`config.mk`:
```
export PLATFORM = sky130hd
export DESIGN_NAME = count_min_hour
export DESIGN_NICKNAME = d
export VERILOG_FILES = /design/src/rtl/clock_pkg.sv /design/src/rtl/bcd2_wrap_counter.sv /design/src/rtl/count_min_hour.sv
export SDC_FILE = /design/constraint.sdc
export NUM_CORES = 1
export LEC_CHECK = 0
export ABC_AREA = 1
export CORE_AREA = 2 2 57 59
export CTS_CLUSTER_SIZE = 28
export DETAILED_ROUTE_END_ITERATION = 10
export DIE_AREA = 0 0 59 61
export PLACE_DENSITY = 0.82
export RECOVER_POWER = 25
export REMOVE_ABC_BUFFERS = 1
export SYNTH_ARGS = -nofsm -noshare
export SYNTH_HDL_FRONTEND = slang
export SYNTH_SLANG_ARGS = --single-unit
```
`constraint.sdc`:
```
create_clock -name Clk -period 1.5 [get_ports Clk]
set_input_delay 0.225 -clock Clk [delete_from_list [all_inputs] [get_ports Clk]]
set_output_delay 0.225 -clock Clk [all_outputs]
set_load 0.05 [all_outputs]
```
`src/rtl/clock_pkg.sv`:
```
// Shared encodings and defaults for the minutes/hours stage of the digital clock.
package clock_pkg;

  localparam int BCD_W        = 4;
  localparam int MIN_MAX_DEF  = 59;
  localparam int HOUR_MAX_DEF = 23;

  typedef enum logic [1:0] {
    ST_RUN      = 2'b00,
    ST_SET_MIN  = 2'b01,
    ST_SET_HOUR = 2'b10
  } state_t;

  // The state encoding doubles as the blink-field code shown to the display.
  function automatic logic [1:0] field_of(state_t s);
    return logic'(s == ST_SET_HOUR) ? 2'b10 :
           logic'(s == ST_SET_MIN)  ? 2'b01 : 2'b00;
  endfunction

endpackage

```
`src/rtl/bcd2_wrap_counter.sv`:
```
// Two-digit BCD counter 00..MAX; increments on inc and wraps to 00 after MAX.
module bcd2_wrap_counter
  import clock_pkg::*;
#(
  parameter int MAX = 59
) (
  input  logic       Clk,
  input  logic       RST,
  input  logic       inc,
  output logic [7:0] out,
  output logic       wrap
);

  localparam logic [BCD_W-1:0] TENS_MAX  = BCD_W'(MAX / 10);
  localparam logic [BCD_W-1:0] UNITS_MAX = BCD_W'(MAX % 10);

  logic [BCD_W-1:0] r_tens;
  logic [BCD_W-1:0] r_units;

  assign out  = {r_tens, r_units};
  assign wrap = inc && (r_tens == TENS_MAX) && (r_units == UNITS_MAX);

  always_ff @(posedge Clk or negedge RST) begin
    if (!RST) begin
      r_tens  <= '0;
      r_units <= '0;
    end else if (inc) begin
      if (wrap) begin
        r_tens  <= '0;
        r_units <= '0;
      end else if (r_units == BCD_W'(9)) begin
        r_tens  <= r_tens + BCD_W'(1);
        r_units <= '0;
      end else begin
        r_units <= r_units + BCD_W'(1);
      end
    end
  end

endmodule

```
`src/rtl/count_min_hour.sv`:
```
// Minutes/hours stage: counts minute carries, supports button time-set, flags day rollover.
module count_min_hour
  import clock_pkg::*;
#(
  parameter int MIN_MAX  = MIN_MAX_DEF,
  parameter int HOUR_MAX = HOUR_MAX_DEF
) (
  input  logic       Clk,
  input  logic       RST,
  input  logic       EN,
  input  logic       Min_Pulse,
  input  logic       Set_Mode,
  input  logic       Set_Sel,
  input  logic       Set_Inc,
  output logic [7:0] Minutes,
  output logic [7:0] Hours,
  output logic       Day_Pulse,
  output logic [1:0] Set_Field
);

  state_t     r_state;
  state_t     w_next_state;
  logic       r_min_q;
  logic       r_sel_q;
  logic       r_inc_q;
  logic       r_day;
  logic [1:0] r_field;

  logic w_ev_min;
  logic w_ev_sel;
  logic w_ev_inc;
  logic w_min_inc;
  logic w_hour_inc;
  logic w_min_wrap;
  logic w_hour_wrap;
  logic w_day;

  // History regs reset high so a level held through reset release is not an edge.
  always_ff @(posedge Clk or negedge RST) begin
    if (!RST) begin
      r_min_q <= 1'b1;
      r_sel_q <= 1'b1;
      r_inc_q <= 1'b1;
    end else begin
      r_min_q <= Min_Pulse;
      r_sel_q <= Set_Sel;
      r_inc_q <= Set_Inc;
    end
  end

  assign w_ev_min = Min_Pulse & ~r_min_q;
  assign w_ev_sel = Set_Sel   & ~r_sel_q;
  assign w_ev_inc = Set_Inc   & ~r_inc_q;

  // Increments come from the current state; the carry chain only runs in RUN.
  assign w_min_inc  = EN && (((r_state == ST_RUN) && w_ev_min) ||
                             ((r_state == ST_SET_MIN) && w_ev_inc));
  assign w_hour_inc = EN && (((r_state == ST_RUN) && w_min_wrap) ||
                             ((r_state == ST_SET_HOUR) && w_ev_inc));
  assign w_day      = (r_state == ST_RUN) && w_hour_wrap;

  always_comb begin
    w_next_state = r_state;
    if (EN) begin
      case (r_state)
        ST_RUN: begin
          if (Set_Mode) w_next_state = ST_SET_MIN;
        end
        ST_SET_MIN: begin
          if (!Set_Mode)     w_next_state = ST_RUN;
          else if (w_ev_sel) w_next_state = ST_SET_HOUR;
        end
        ST_SET_HOUR: begin
          if (!Set_Mode)     w_next_state = ST_RUN;
          else if (w_ev_sel) w_next_state = ST_SET_MIN;
        end
        default: w_next_state = ST_RUN;
      endcase
    end
  end

  always_ff @(posedge Clk or negedge RST) begin
    if (!RST) begin
      r_state <= ST_RUN;
      r_field <= 2'b00;
      r_day   <= 1'b0;
    end else begin
      r_state <= w_next_state;
      r_field <= field_of(w_next_state);
      r_day   <= w_day;
    end
  end

  bcd2_wrap_counter #(.MAX(MIN_MAX)) u_min (
    .Clk  (Clk),
    .RST  (RST),
    .inc  (w_min_inc),
    .out  (Minutes),
    .wrap (w_min_wrap)
  );

  bcd2_wrap_counter #(.MAX(HOUR_MAX)) u_hour (
    .Clk  (Clk),
    .RST  (RST),
    .inc  (w_hour_inc),
    .out  (Hours),
    .wrap (w_hour_wrap)
  );

  assign Day_Pulse = r_day;
  assign Set_Field = r_field;

endmodule
```
==> flow_metrics.env <==
export IMPL_dieWidth_um=59
export IMPL_synth_seq_area_share_pct=45.7
export IMPL_io_pins=26
export IMPL_synth_top_cells_by_count="nand2_1, dfrtp_1, inv_1"
export IMPL_grtUsageTotal_pct=17.6
export IMPL_period_minus_slack_ns=1.47
export IMPL_synth_xor_area_share_pct=3.97
export IMPL_grt_max_degree=25
export IMPL_finalSetupViolations=0
export IMPL_syn_to_final_growth_pct=51.5
export IMPL_worstHoldPathType="in2reg"
export IMPL_status="complete, no violations"
export IMPL_required_ns=1.75
export IMPL_gp_congestion=0.813
export IMPL_ys_flop_type="dfrtp_1"
export IMPL_worst_pin_slew_ns=0.587
export IMPL_first_pass_iters=4
export IMPL_cts_tree="done"
export IMPL_wl_per_cell_um=12.5
export IMPL_fill_cells=219
export IMPL_synth_warnings=0
export IMPL_clk_pin_slew_worst_paths_ns=0.14
export IMPL_drtIter0Drc=30
export IMPL_syn_inst=145
export IMPL_vias_per_cell=5.01
export IMPL_start_util_pct=44.8
export IMPL_dieArea_mm2=0.00360
export IMPL_cp_cell_sequence="inv_2 > ha_4 > nand3_4 > nor2_4 > nand4_4 > a21oi_4 > nand3_1 > o21ai_0"
export IMPL_dpl_hpwl_um=2200
export IMPL_ys_top_cells_by_area="dfrtp_1, ha_1, nand2_1"
export IMPL_placed_area_mm2=0.00190
export IMPL_fin_worst_skew_ns=0.0120
export IMPL_leakage_nw=1.00
export IMPL_vdd_drop_max_mv=0.581
export IMPL_drive_above_1_share_pct=37.9
export IMPL_hp_start="Set_Inc"
export IMPL_synth_largest_area_cell="dfrtp_1"
export IMPL_grt_setup_unrepaired="yes"
export IMPL_path_delay_family="simple AND/OR/NAND/NOR gates"
export IMPL_syn_cell_area_mm2=0.00132
export IMPL_drtAntennaViolNets=0
export IMPL_diodes=0
export IMPL_h_tree_depth=1
export IMPL_fin_area_mm2=0.00200
export IMPL_synth_simple_gate_area_share_pct=28.1
export IMPL_hold_viol=0
export IMPL_cp_start_kind="flip-flop"
export IMPL_drv_cap=0
export IMPL_grt_pass1_vias=1197
export IMPL_timing_slew_headroom_pct=60.9
export IMPL_core_mm2=0.00295
export IMPL_critPathSlowestCell="dfrtp_1"
export IMPL_crit_path_max_fanout=8
export IMPL_yosys_area_share_adder_pct=7.57
export IMPL_cts_made_buffers=3
export IMPL_cts_root_buf="clkbuf_4"
export IMPL_criticalPathCategory="reg2reg"
export IMPL_async_reset_ff_share_pct=100
export IMPL_critical_path_startpoint="u_min.r_tens[1]"
export IMPL_place_ws_ns=-0.231
export IMPL_synth_compound_area_share_pct=7.38
export IMPL_drv_slew=0
export IMPL_synth_edf_count=0
export IMPL_antenna_found_initial=0
export IMPL_synth_top_area_share_pct=39.7
export IMPL_routed_wl_um=2850
export IMPL_grt_overflow=0
export IMPL_yosysMostFrequentCell="nand2_1"
export IMPL_postSynthAreaPerCell_um2=9.12
export IMPL_ys_types=30
export IMPL_synth_seq_cells=24
export IMPL_clkLatencyLatePin_ns=0.32
export IMPL_clk_path_buf_depth=2
export IMPL_portBuffers=25
export IMPL_r2r_start="u_min.r_tens[1]"
export IMPL_drc_errors=0
export IMPL_cts_sinks=24
export IMPL_cpPeakStageDelay_ns=0.42
export IMPL_nets=211
export IMPL_endpoint_kind="flip-flop"
export IMPL_crit_buf_inv=1
export IMPL_min_period_over_period_pct=98.3
export IMPL_fmax_ghz=0.678
export IMPL_grt_pass1_wl_um=4860
export IMPL_die_height_um=61
export IMPL_final_setup_worst_slack_ns=0.0251
export IMPL_yosys_mux_area_fraction_pct=0.757
export IMPL_powerDensity_mw_per_mm2=1400
export IMPL_num_vias=1142
export IMPL_cp_arrival_ns=1.72
export IMPL_synth_top_family_by_area="simple AND/OR/NAND/NOR gates"
export IMPL_row_count=20
==> metrics by stage <==
step / total power (W) / hold WS (ns) / utilization [%] / setup TNS (ns) / instances
6_report: 0.00281 / 0.340 / 67.8 / 0 / 228
5_1_grt: 0.00295 / 0.349 / 67.8 / -0.390 / 228
4_1_cts: 0.00273 / 0.260 / 66.4 / -0.00712 / 227
3_5_place_dp: 0.00242 / 0.561 / 64.5 / -2.86 / 223
3_3_place_gp: 0.00237 / 0.541 / 64.5 / -1.81 / 223
2_1_floorplan: 0.00161 / -0.0706 / - / -3.03 / 144
==> kinds of logic after synthesis <==
logic type      after synthesis
mux                           1
flops                        24
compound gates               14
fa+ha+maj                     8
simple gates                 70
buf+inv                      22
xor+xnor                      6
==> worst register-to-register path: stages (launching register included) <==
cell,delay [ns]
dfrtp_1,0.42
inv_2,0.08
ha_4,0.14
nand3_4,0.09
nor2_4,0.13
nand4_4,0.10
a21oi_4,0.25
nand3_1,0.12
o21ai_0,0.09
==> layer usage <==
layer / GRT usage (%) / routed length (um)
met1: 19.1 / 1190
met2: 34.0 / 1550
met3: 3.84 / 101
met4: 5.52 / 8
met5: 0 / 0
==> timing repair <==
action	CTS	global route
hold buffers	0	0
endpoints found under the setup margin	10	13
setup buffers	0	1
gates cloned	0	0
resized for setup	6	9
pin swaps	2	6
==> where the power goes <==
| part | switching [W] | internal (W) |
|---|---|---|
| Sequential | 0.000130 | 0.000771 |
| Clock | 0.000192 | 0.000104 |
| Combinational | 0.000844 | 0.000769 |
| Total | 0.00117 | 0.00164 |
==> final cells by class <==
| type | count | area [um^2] | share of cell area (%) |
|---|---|---|---|
| clock buffer | 4 | 26.3 | 1.31 |
| inverter | 21 | 78.8 | 3.94 |
| multi-input combinational | 99 | 699 | 34.9 |
| sequential | 24 | 604 | 30.2 |
| tap | 33 | 41.3 | 2.06 |
| timing repair buffer | 47 | 553 | 27.6 |
==> final timing paths <==
path	to	slack, ns	cells past startpoint
max in group asynchronous	Set_Field[0]	0.69	2
worst max-delay path	u_hour.r_units[1]	0.03	8
worst min register to register	u_min.r_units[2]	0.59	2
worst max register to register	u_hour.r_units[1]	0.03	8
min in group asynchronous	Day_Pulse	0.42	2
worst min-delay path	r_inc_q	0.34	1
==> sequential cells by signal (all words and copies together), names as in the netlist <==
| signal | count |
|---|---|
| u_min.r_tens | 4 |
| Set_Field | 2 |
| r_inc_q | 1 |
| u_hour.r_tens | 4 |
| u_min.r_units | 4 |
| u_hour.r_units | 4 |
| r_state | 2 |
| r_min_q | 1 |
| Day_Pulse | 1 |
| r_sel_q | 1 |
==> cell usage in the layout, fill, tap and decap left out, types with 2 or more instances in the layout <==
| cell | n |
|---|---|
| clkdlybuf4s50_1 | 3 |
| ha_1 | 6 |
| xor2_1 | 5 |
| buf_12 | 15 |
| nand2_2 | 3 |
| nor3b_2 | 2 |
| dfrtp_1 | 21 |
| nor2_2 | 4 |
| nand4_1 | 4 |
| dfstp_2 | 3 |
| buf_4 | 25 |
| o22ai_1 | 2 |
| dlygate4sd3_1 | 3 |
| nor2_1 | 14 |
| o21ai_0 | 5 |
| a21oi_1 | 2 |
| nand2_1 | 26 |
| inv_2 | 6 |
| inv_1 | 15 |
| clkbuf_4 | 3 |
| nand3_4 | 2 |
| ha_4 | 2 |
| nand3_1 | 8 |
Power figures use the tool's default switching activity.
